$ cat src/rtl/imm_pkg.sv
// Shared types, opcode constants and the opcode-to-format map for the
// pipelined immediate generator.
package imm_pkg;

  typedef enum logic [2:0] {
    IMM_I    = 3'b000,
    IMM_S    = 3'b001,
    IMM_B    = 3'b010,
    IMM_J    = 3'b011,
    IMM_U    = 3'b100,
    IMM_NONE = 3'b101,
    IMM_ILL0 = 3'b110,
    IMM_ILL1 = 3'b111
  } imm_fmt_t;

  typedef enum logic [1:0] {
    SKID_EMPTY = 2'b00,
    SKID_ONE   = 2'b01,
    SKID_FULL  = 2'b10
  } skid_state_t;

  localparam logic [6:0] OP_IMM    = 7'b0010011;
  localparam logic [6:0] OP_LOAD   = 7'b0000011;
  localparam logic [6:0] OP_JALR   = 7'b1100111;
  localparam logic [6:0] OP_SYSTEM = 7'b1110011;
  localparam logic [6:0] OP_STORE  = 7'b0100011;
  localparam logic [6:0] OP_BRANCH = 7'b1100011;
  localparam logic [6:0] OP_JAL    = 7'b1101111;
  localparam logic [6:0] OP_LUI    = 7'b0110111;
  localparam logic [6:0] OP_AUIPC  = 7'b0010111;
  localparam logic [6:0] OP_REG    = 7'b0110011;

  // Unmapped opcodes fold onto IMM_ILL0 so the extractor flags them.
  function automatic imm_fmt_t fmt_from_opcode(input logic [6:0] opcode);
    imm_fmt_t fmt;
    case (opcode)
      OP_IMM, OP_LOAD, OP_JALR, OP_SYSTEM: fmt = IMM_I;
      OP_STORE:                            fmt = IMM_S;
      OP_BRANCH:                           fmt = IMM_B;
      OP_JAL:                              fmt = IMM_J;
      OP_LUI, OP_AUIPC:                    fmt = IMM_U;
      OP_REG:                              fmt = IMM_NONE;
      default:                             fmt = IMM_ILL0;
    endcase
    return fmt;
  endfunction

endpackage

$ cat src/rtl/imm_extract.sv
// Combinational immediate extraction and sign extension to XLEN.
module imm_extract
  import imm_pkg::*;
#(
  parameter int XLEN = 32
) (
  input  logic [31:0]     instr,
  input  imm_fmt_t        fmt,
  output logic [XLEN-1:0] immext,
  output logic            illegal
);

  logic signed [31:0] imm32;

  // Build a sign-extended 32-bit immediate; the signed cast widens it for XLEN=64.
  always_comb begin
    imm32   = '0;
    illegal = 1'b0;
    case (fmt)
      IMM_I:    imm32 = {{20{instr[31]}}, instr[31:20]};
      IMM_S:    imm32 = {{20{instr[31]}}, instr[31:25], instr[11:7]};
      IMM_B:    imm32 = {{19{instr[31]}}, instr[31], instr[7], instr[30:25],
                         instr[11:8], 1'b0};
      IMM_J:    imm32 = {{11{instr[31]}}, instr[31], instr[19:12], instr[20],
                         instr[30:21], 1'b0};
      IMM_U:    imm32 = {instr[31:12], 12'b0};
      IMM_NONE: imm32 = '0;
      default:  illegal = 1'b1;
    endcase
  end

  assign immext = XLEN'(imm32);

endmodule

$ cat src/rtl/imm_gen_pipe.sv
// Pipelined immediate generator: format select, extraction, and a
// 2-entry skid buffer behind a valid/ready handshake.
module imm_gen_pipe
  import imm_pkg::*;
#(
  parameter int XLEN        = 32,
  parameter bit AUTO_DECODE = 1'b0
) (
  input  logic            clk,
  input  logic            rst,
  input  logic            flush,
  input  logic            in_valid,
  output logic            in_ready,
  input  logic [31:0]     instr,
  input  logic [2:0]      immsrc,
  output logic            out_valid,
  input  logic            out_ready,
  output logic [XLEN-1:0] immext,
  output logic [2:0]      out_immsrc,
  output logic            out_illegal
);

  if (XLEN != 32 && XLEN != 64) begin : g_bad_xlen
    $fatal(1, "imm_gen_pipe: XLEN must be 32 or 64");
  end

  skid_state_t     state, next_state;
  imm_fmt_t        fmt_sel;
  logic [XLEN-1:0] ext_data;
  logic            ext_illegal;
  logic            accept, drain;
  logic            load_main_in, load_main_skid, load_skid;

  logic [XLEN-1:0] main_data, skid_data;
  imm_fmt_t        main_fmt, skid_fmt;
  logic            main_ill, skid_ill;

  assign fmt_sel = AUTO_DECODE ? fmt_from_opcode(instr[6:0]) : imm_fmt_t'(immsrc);

  imm_extract #(.XLEN(XLEN)) u_extract (
    .instr   (instr),
    .fmt     (fmt_sel),
    .immext  (ext_data),
    .illegal (ext_illegal)
  );

  assign in_ready  = (state != SKID_FULL);
  assign out_valid = (state != SKID_EMPTY);
  assign accept    = in_valid && in_ready;
  assign drain     = out_valid && out_ready;

  always_ff @(posedge clk or posedge rst) begin
    if (rst) state <= SKID_EMPTY;
    else     state <= next_state;
  end

  // Flush wins over everything: buffered and same-cycle inputs are dropped.
  always_comb begin
    next_state     = state;
    load_main_in   = 1'b0;
    load_main_skid = 1'b0;
    load_skid      = 1'b0;
    if (flush) begin
      next_state = SKID_EMPTY;
    end else begin
      case (state)
        SKID_EMPTY: begin
          if (accept) begin
            next_state   = SKID_ONE;
            load_main_in = 1'b1;
          end
        end
        SKID_ONE: begin
          if (accept && drain) begin
            load_main_in = 1'b1;
          end else if (accept) begin
            next_state = SKID_FULL;
            load_skid  = 1'b1;
          end else if (drain) begin
            next_state = SKID_EMPTY;
          end
        end
        SKID_FULL: begin
          if (drain) begin
            next_state     = SKID_ONE;
            load_main_skid = 1'b1;
          end
        end
        default: next_state = SKID_EMPTY;
      endcase
    end
  end

  always_ff @(posedge clk or posedge rst) begin
    if (rst) begin
      main_data <= '0;
      main_fmt  <= IMM_I;
      main_ill  <= 1'b0;
      skid_data <= '0;
      skid_fmt  <= IMM_I;
      skid_ill  <= 1'b0;
    end else begin
      if (load_main_in) begin
        main_data <= ext_data;
        main_fmt  <= fmt_sel;
        main_ill  <= ext_illegal;
      end else if (load_main_skid) begin
        main_data <= skid_data;
        main_fmt  <= skid_fmt;
        main_ill  <= skid_ill;
      end
      if (load_skid) begin
        skid_data <= ext_data;
        skid_fmt  <= fmt_sel;
        skid_ill  <= ext_illegal;
      end
    end
  end

  assign immext      = main_data;
  assign out_immsrc  = main_fmt;
  assign out_illegal = main_ill;

endmodule

$ cat config.mk
export PLATFORM = sky130hd
export DESIGN_NAME = imm_gen_pipe
export DESIGN_NICKNAME = d
export VERILOG_FILES = /design/src/rtl/imm_pkg.sv /design/src/rtl/imm_extract.sv /design/src/rtl/imm_gen_pipe.sv
export SDC_FILE = /design/constraint.sdc
export NUM_CORES = 1
export LEC_CHECK = 0
export BUFFER_PORTS_ARGS = -buffer_cell sky130_fd_sc_hd__buf_2
export CAP_MARGIN = 5
export CELL_PAD_IN_SITES_DETAIL_PLACEMENT = 1
export CELL_PAD_IN_SITES_GLOBAL_PLACEMENT = 2
export CORE_ASPECT_RATIO = 1.2
export CORE_MARGIN = 4
export CORE_UTILIZATION = 28
export CTS_BUF_LIST = sky130_fd_sc_hd__clkbuf_8 sky130_fd_sc_hd__clkbuf_16
export CTS_CLUSTER_SIZE = 28
export DETAILED_ROUTE_END_ITERATION = 7
export GPL_TIMING_DRIVEN = 0
export PLACE_DENSITY_LB_ADDON = 0.1
export SYNTH_ARGS = -nofsm -noshare
export SYNTH_HDL_FRONTEND = slang
export SYNTH_SLANG_ARGS = --single-unit
$ cat constraint.sdc
create_clock -name clk -period 2.21 [get_ports clk]
set_input_delay 0.442 -clock clk [delete_from_list [all_inputs] [get_ports clk]]
set_output_delay 0.442 -clock clk [all_outputs]
set_load 0.1 [all_outputs]
==> results.json, run 1 <==
{
  "outcome": "finished, final reports clean",
  "ys_ff_latch": 74,
  "critPathSlowestCell": "dfrtp_1",
  "period_needed_ns": 1.87,
  "dr.pass1.iters": 4,
  "power.share.combinational_pct": 32.0,
  "powerDensity_nw_per_um2": 1030,
  "area_delta_synth_final_pct": 24.4,
  "hold_viol_final": 0,
  "placed_cells": 581,
  "max-clock-path-buffers": 2,
  "reg2reg_to": "skid_data[18]$_DFFE_PP0P_",
  "core_area_sq_um": 12200,
  "synth_area_leaders": "dfrtp_1, mux2_1, o21ai_1",
  "cts_tree": "yes",
  "ant_nets": 0,
  "port_buffers": 68,
  "synth_edf_count": 0,
  "critPathRequiredTime_ns": 1.77,
  "cts_max_level": 3,
  "grt.overflow.total": 0,
  "fin_cells": 597,
  "post_cts_buffers": 0,
  "place_congestion": 0.734,
  "final.setup_skew_ns": 0.00728,
  "syn_inst": 350,
  "dieArea_sq_um": 14500,
  "worstReg2RegStart": "state[0]$_DFFE_PP0P_",
  "reg2reg_depth": 6,
  "fp.dieW_um": 110,
  "tns_ns": 0,
  "rows": 44,
  "internal_power_mw": 2.70,
  "rrSetupSlack_ns": 0.37,
  "first_iter_violations": 78,
  "slew_headroom_pct": 49.9,
  "ys.flop_type": "dfrtp_1",
  "cts_num_sinks": 74,
  "synth_area_sq_um": 3530,
  "syn_avg_cell_area_sq_um": 10.1,
  "ir_drop_mv": 0.446,
  "drive_gt1_share_pct": 25.5,
  "ys_warn_count": 0,
  "crit_arrival_ns": 1.43,
  "endpoint_kind": "primary output",
  "finalCritPeriodShare_pct": 84.6,
  "p_sw_share_pct": 40.4,
  "synthDominantCellAreaShare_pct": 52.5,
  "cts_buffers": 9,
  "clk_pin_slew_ns": 0.06,
  "diodes": 0,
  "finalSetupViolations": 0,
  "yosys.area.top_type": "dfrtp_1",
  "switchingPower_mw": 1.83,
  "grt_max_degree": 29,
  "cts_hold_buf": 0,
  "dp_hpwl_um": 7800,
  "synth.distinct_cells": 36,
  "drc": 0,
  "clk_latency_ns": 0.33,
  "p_leak_nw": 2.11,
  "crit_type": "reg -> out",
  "antenna_found_initial": 0,
  "grt_setup_unrepaired": "false",
  "crit_path_max_fanout": 6,
  "worst_pin_slew_ns": 0.752,
  "nets": 471,
  "die_h_um": 131,
  "num-fill-cells": 1434,
  "ios": 78,
  "wl_per_cell_um": 17.7,
  "holdCritPathClass": "in -> async",
  "finalWirelength_um": 10500,
  "drv_slew": 0,
  "cp-start-kind": "register",
  "cts_root_buf": "clkbuf_16",
  "num_vias": 2840,
  "syn_nets": 390,
  "critPathMaxStageDelay_ns": 0.44,
  "drv_cap": 0,
  "regArea_sq_um": 1850,
  "routed_via_density": 4.76,
  "yosysSeqAreaShare_pct": 52.5,
  "grt_pass1_vias": 3093,
  "synthArstFlopShare_pct": 100,
  "clockPowerShare_pct": 29.8,
  "cp_cell_sequence": "nor2b_1 > inv_1 > buf_2",
  "track_usage_pct": 15.2,
  "ctsResizeCount": 0,
  "initial_core_util_pct": 28.9,
  "seqPwrFrac_pct": 38.2,
  "grt_pass1_wl_um": 17100,
  "multi_input_area_sq_um": 1500,
  "max_freq_mhz": 535
}
-- metrics by stage --
step	hold slack [ns]	power (mW)	util, %	instance area [sq um]	setup WS (ns)
after floorplan	0.450	2.91	-	3530	0.595
after global routing	0.175	4.78	35.9	4390	0.187
final	0.141	4.54	35.9	4390	0.341
after detailed placement	0.468	3.23	33.7	4110	0.263
after CTS	0.150	4.60	35.9	4390	0.314
after global placement	0.458	3.19	33.3	4070	0.279
-- worst max-delay path: cells and delay by family, from the launching register on --
kind / cells / cell delay [ns]
DFF: 1 / 0.44
buffers and inverters: 2 / 0.46
and+or+nand+nor: 1 / 0.19
-- per-layer routing --
layer  vias up  wire (um)  global-route usage (%)  share of wire [%]
li1       1381          -                       -                  -
met1      1386       4990                    19.6                 47
met2        58       4970                    25.4                 47
met3        15        398                    3.59                3.8
met4         0        184                    5.36                1.7
met5         -          0                       0                  0
-- power groups by stage --
stage                     registers, mW  clock network (mW)  logic (mW)
after global placement             1.75                   0        1.44
after CTS                          1.74                1.39        1.47
final                              1.73                1.35        1.45
after floorplan                    2.49                   0       0.418
after global routing               1.77                1.46        1.55
after detailed placement           1.76                   0        1.47
-- synth_stat cells, types with 2 or more instances --
cell type   n
mux2i_1    11
nand2_1    51
nor2_1     21
mux2_1     24
buf_6       3
nand3b_1    2
nor3b_1     2
o21ai_1    47
buf_1       3
nand2b_1    6
a221o_1     8
mux2_2      3
a21o_1      5
a21oi_1    31
clkbuf_1    9
o22a_1      9
dfrtp_1    74
buf_2      15
o22ai_1     2
inv_1       5
nor2b_1     4
-- cells by family (layout without fill, tap and decap cells) --
group	after synthesis	after routing	share of synthesized area, %
buffers and inverters	36	122	5.11
muxes	38	38	11.7
and+or+nand+nor	94	94	12.2
DFF	74	74	52.5
AOI/OAI and AO/OA	107	107	18.0
xor gates and xnor gates	1	1	0.461
-- placed cells by master, fill, tap and decap left out, types with 2 or more instances in the layout --
master	count
a21o_1	5
nand3b_1	2
nor2b_1	4
buf_1	3
nor2_1	21
nand2b_1	6
buf_6	3
a221o_1	8
inv_1	6
clkinvlp_4	4
clkbuf_1	9
clkbuf_16	9
nand2_1	51
a21oi_1	31
o22a_1	9
dfrtp_1	74
o22ai_1	2
mux2i_1	11
nor3b_1	2
mux2_1	24
o21ai_1	47
buf_12	2
buf_2	83
mux2_2	3
-- layout make-up --
cell class | count | area share [%]
Clock buffer | 10 | 5.45
Timing Repair Buffer | 70 | 8.67
Multi-Input combinational cell | 240 | 34.1
Buffer | 31 | 3.68
Sequential cell | 74 | 42.2
Inverter | 5 | 0.513
Tap cell | 161 | 4.59
Clock inverter | 6 | 0.798
-- state kept, by name, indices dropped and copies added, names as in the netlist --
register and cells:
skid_ill 1, skid_data 32, state 2, out_immsrc 3, skid_fmt 3, immext 32, out_illegal 1
-- worst max-delay path by stage --
stage | startpoint | end | cells after the start
floorplan | state[1]$_DFFE_PP0P_ | in_ready | 2
global placement | in_valid | skid_data[13]$_DFFE_PP0P_ | 7
detailed placement | immsrc[1] | skid_data[20]$_DFFE_PP0P_ | 6
CTS | state[1]$_DFFE_PP0P_ | in_ready | 3
global route | state[0]$_DFFE_PP0P_ | skid_data[10]$_DFFE_PP0P_ | 6
finish | state[1]$_DFFE_PP0P_ | in_ready | 3
(Power assumes the default switching activity.)
==> inputs of run 2 (changes only) <==
clock period = 1.6 ns   (was 2.21 ns; I/O delays follow)
==> run 2 against run 1 <==
Compared with the run above: global-route usage is 0.12 points higher; final cell count is 0.50% higher; utilization is 2.5 points higher; clock skew is 0.0018 ns lower; critical path depth is 3 higher; sequential power is 39% higher; highest routed layer unchanged.
==> results.json, run 2 (synthesized netlist as in run 1, its figures left out) <==
{
  "outcome": "finished, final reports clean",
  "ant_nets": 0,
  "nets": 474,
  "routed_via_density": 4.80,
  "place_congestion": 0.734,
  "holdCritPathClass": "in -> async",
  "cts_buffers": 9,
  "layout_commonest_cell": "buf_2",
  "ir_drop_mv": 0.575,
  "powerDensity_nw_per_um2": 1370,
  "cts_max_level": 3,
  "reg2reg_depth": 6,
  "antenna_found_initial": 0,
  "cts_root_buf": "clkbuf_16",
  "crit_type": "reg -> reg",
  "fp.dieW_um": 110,
  "dp_hpwl_um": 7800,
  "grt_setup_unrepaired": "true",
  "cts_num_sinks": 74,
  "drv_slew": 0,
  "worstReg2RegStart": "state[0]$_DFFE_PP0P_",
  "crit_path_max_fanout": 7,
  "dieArea_sq_um": 14500,
  "die_h_um": 131,
  "crit_arrival_ns": 1.80,
  "clk_pin_slew_ns": 0.06,
  "finalWirelength_um": 10900,
  "area_delta_synth_final_pct": 32.9,
  "drc": 0,
  "max_freq_mhz": 630,
  "preCtsSetupSlack_ns": -0.244,
  "endpoint_kind": "register",
  "worst_pin_slew_ns": 0.630,
  "drive_gt1_share_pct": 37.1,
  "hold_viol_final": 0,
  "slew_headroom_pct": 58.0,
  "ios": 78,
  "first_iter_violations": 88,
  "initial_core_util_pct": 28.9,
  "fin_cells": 600,
  "rows": 44,
  "grt_max_degree": 29,
  "grt_pass1_vias": 3095,
  "rrSetupSlack_ns": 0.01,
  "cts_tree": "yes",
  "period_needed_ns": 1.59,
  "placed_cells": 581,
  "reg2reg_to": "immext[17]$_DFFE_PP0P_",
  "port_buffers": 68,
  "clk_latency_ns": 0.33,
  "p_leak_nw": 2.23,
  "diodes": 0,
  "core_area_sq_um": 12200,
  "dr.pass1.iters": 4,
  "track_usage_pct": 15.4,
  "finalCritPeriodShare_pct": 99.1,
  "finalSetupViolations": 0,
  "wl_per_cell_um": 18.2,
  "layout_common_cells": "buf_2, dfrtp_1, o21ai_1, nand2_1, a21oi_1",
  "total_power_mw": 6.42,
  "critPathRequiredTime_ns": 1.81,
  "grt_pass1_wl_um": 17200,
  "final.setup_skew_ns": 0.00553,
  "cp-start-kind": "register",
  "drv_cap": 0,
  "max-clock-path-buffers": 2,
  "grt.overflow.total": 0,
  "num_vias": 2881,
  "worst_slack_ns": 0.0138
}
==> run 2: final cells by class <==
class | instances | area [sq um]
repair buffers | 74 | 465
fillers | 1410 | 7530
clock inverters | 6 | 35.0
plain buffers | 30 | 220
clock buffers | 10 | 239
well taps | 161 | 201
flip-flops and latches | 74 | 1850
multi-input cells | 240 | 1650
inverters | 5 | 22.5
==> run 2: what timing repair did <==
action / in CTS / in global routing
setup buffers: 2 / 0
pin swaps: 1 / 7
hold buffers: 0 / 0
gates resized for setup: 29 / 49
setup endpoints to repair: 64 / 61
gates cloned: 0 / 2
==> run 2: metrics by stage <==
step                      setup TNS, ns  utilization [%]  area [sq um]  hold slack [ns]
after floorplan                       0                -          3530            0.386
after global placement           -22.25             33.3          4070            0.458
after detailed placement          -8.39             33.7          4110            0.387
after CTS                       -0.0105             36.7          4490           0.0278
after global routing              -1.02             38.4          4690           0.0532
final                                 0             38.4          4690           0.0213
==> run 2: per-layer routing <==
layer  part of all wire, %  global-route usage [%]  wire, um  vias up
met3                   3.4                    3.55       372       13
met4                   1.4                    5.36       155        0
met2                    48                    25.4      5280       54
li1                      -                       -         -     1389
met1                    47                    19.9      5140     1425
met5                     0                       0         0        -
==> run 2: how the worst max path moves through the flow <==
| stage | startpoint | end | slack, ns |
|---|---|---|---|
| 5_1_grt | state[0]$_DFFE_PP0P_ | immext[22]$_DFFE_PP0P_ | -0.06 |
| 3_3_place_gp | state[0]$_DFFE_PP0P_ | skid_data[13]$_DFFE_PP0P_ | -0.24 |
| 3_5_place_dp | state[0]$_DFFE_PP0P_ | skid_data[18]$_DFFE_PP0P_ | -0.24 |
| 6_report | state[0]$_DFFE_PP0P_ | immext[17]$_DFFE_PP0P_ | 0.01 |
| 2_1_floorplan | state[1]$_DFFE_PP0P_ | in_ready | 0.11 |
| 4_1_cts | state[0]$_DFFE_PP0P_ | immext[27]$_DFFE_PP0P_ | -0.005 |
==> run 2: power by group <==
part	internal [mW]	total (mW)	switching, mW
clock	1.08	1.86	0.784
combinational	0.540	2.14	1.60
sequential	2.22	2.41	0.194
total	3.84	6.42	2.58
==> run 2: critical path, cell delays in order (launching register included) <==
cell and delay (ns):
dfrtp_2 0.43, and4bb_1 0.28, buf_6 0.17, clkbuf_16 0.17, mux2_4 0.30, nand2_1 0.06, o21ai_1 0.05
==> inputs of run 3 (changes only) <==
==> constraint.sdc (replaced) <==
create_clock -name clk -period 1.6 [get_ports clk]
set_input_delay 0.4 -clock clk [delete_from_list [all_inputs] [get_ports clk]]
set_output_delay 0.4 -clock clk [all_outputs]
set_load 0.1 [all_outputs]
==> run 3 against run 2 <==
Compared with the run above: the flow now finishes with violations (negative setup slack); cell area grew 0.11%; first-iteration DRC count shrank 10%; combinational power is essentially flat; non-clock buffer count grew 1; clock-buffer cell count is the same; utilization is essentially flat; flip-flop and latch count is the same; final cell count grew 0.17%; clock skew is essentially flat; sequential power is essentially flat; global-route usage is essentially flat; wire length grew 0.58%; critical endpoint is now out_valid; largest cell class unchanged; largest power group unchanged.
==> results.json, run 3 (synthesized netlist as in run 1, its figures left out) <==
{
  "outcome": "finished, violations left",
  "failed_checks": "negative setup slack",
  "placed_cells": 581,
  "routed_via_density": 4.78,
  "busiest_layer": "met2",
  "multi_input_area_sq_um": 1640,
  "p_leak_nw": 2.23,
  "tns_ns": -0.135,
  "hold_viol_final": 0,
  "grt_setup_unrepaired": "true",
  "cts_max_level": 3,
  "cp-start-kind": "register",
  "grt_pass1_wl_um": 17200,
  "rrSetupSlack_ns": -0.02,
  "num_vias": 2874,
  "grt.overflow.total": 0,
  "slew_headroom_pct": 57.8,
  "regArea_sq_um": 1850,
  "grt_pass1_vias": 3095,
  "powerDensity_nw_per_um2": 1360,
  "drv_slew": 0,
  "drive_gt1_share_pct": 36.6,
  "track_usage_pct": 15.3,
  "crit_type": "reg -> out",
  "fin_hold_ws_ns": 0.101,
  "core_area_sq_um": 12200,
  "preCtsSetupSlack_ns": -0.305,
  "max-clock-path-buffers": 2,
  "clk_pin_slew_ns": 0.06,
  "cts_num_sinks": 74,
  "port_buffers": 68,
  "cts_buffers": 9,
  "layout_commonest_cell": "buf_2",
  "holdCritPathClass": "in -> async",
  "cts_tree": "yes",
  "nets": 475,
  "period_needed_ns": 1.66,
  "wl_per_cell_um": 18.3,
  "dp_hpwl_um": 7800,
  "ios": 78,
  "finalWirelength_um": 11000,
  "met3_usage_pct": 3.55,
  "initial_core_util_pct": 28.9,
  "drv_cap": 0,
  "finalCritPeriodShare_pct": 104,
  "area_delta_synth_final_pct": 33.0,
  "dr.pass1.iters": 4,
  "fp.dieW_um": 110,
  "rows": 44,
  "die_h_um": 131,
  "first_iter_violations": 79,
  "endpoint_kind": "primary output",
  "cts_hold_buf": 0,
  "dieArea_sq_um": 14500,
  "max_freq_mhz": 602,
  "layout_common_cells": "buf_2, dfrtp_1, nand2_1, o21ai_1, a21oi_1",
  "clk_latency_ns": 0.33,
  "num-fill-cells": 1406,
  "ir_drop_mv": 0.571,
  "final.setup_skew_ns": 0.00567,
  "drc": 0,
  "crit_path_max_fanout": 6,
  "critPathRequiredTime_ns": 1.20,
  "worst_slack_ns": -0.0618,
  "diodes": 0,
  "fin_cells": 601,
  "cts_root_buf": "clkbuf_16",
  "crit_arrival_ns": 1.26,
  "met2_usage_pct": 25.4,
  "place_congestion": 0.734,
  "antenna_found_initial": 0,
  "worst_pin_slew_ns": 0.633,
  "ant_nets": 0,
  "grtUsageMet1_pct": 19.9,
  "grt_max_degree": 29,
  "finalSetupViolations": 7
}
run 3: cell types whose count changed in the layout (fill, tap and decap cells not counted), sizes merged:
cell  before  now
buf       93   94
run 3: timing repair:
action,4_1_cts,5_1_grt
buffers inserted,2,1
pin swaps,0,8
endpoints found under the setup margin,64,62
resized for setup,28,50
endpoints found under the hold margin,0,0
gates cloned,0,2
run 3: critical path: stages (launching register included):
cell	delay (ns)
dfrtp_2	0.44
or2_2	0.32
buf_8	0.18
run 3: power breakdown:
group / switching (mW) / total [mW] / leakage (nW) / internal, mW
clock network: 0.785 / 1.86 / 0.133 / 1.08
logic: 1.60 / 2.13 / 1.14 / 0.537
registers: 0.193 / 2.41 / 0.955 / 2.22
run 3: cell type report:
cell class	count	share of cell area, %
Timing Repair Buffer	75	10.3
Tap cell	161	4.29
Sequential cell	74	39.5
Clock buffer	10	5.09
Buffer	30	4.75
Clock inverter	6	0.746
Multi-Input combinational cell	240	34.9
Inverter	5	0.480
run 3: layer usage:
metal  part of all wire, %  up-vias
met5                     0        -
met4                   1.5        0
met3                   3.7       13
met2                    48       59
met1                    47     1414
li1                      -     1388
run 3: worst paths after layout:
kind / from / end / cells past startpoint
max in group asynchronous: rst / state[0]$_DFFE_PP0P_ / 3
worst min-delay path: rst / immext[5]$_DFFE_PP0P_ / 2
worst max-delay path: state[0]$_DFFE_PP0P_ / out_valid / 2
min in group clk: out_ready / state[1]$_DFFE_PP0P_ / 2
worst min register to register: out_immsrc[0]$_DFFE_PP0P_ / out_immsrc[0]$_DFFE_PP0P_ / 1
worst max register to register: state[0]$_DFFE_PP0P_ / immext[17]$_DFFE_PP0P_ / 6
run 3: metrics by stage:
stage	area, sq um	util (%)	power [mW]
after floorplan	3530	-	4.02
after global placement	4070	33.3	4.41
after detailed placement	4110	33.7	4.46
after CTS	4490	36.7	6.38
after global routing	4690	38.4	6.74
final	4690	38.4	6.41
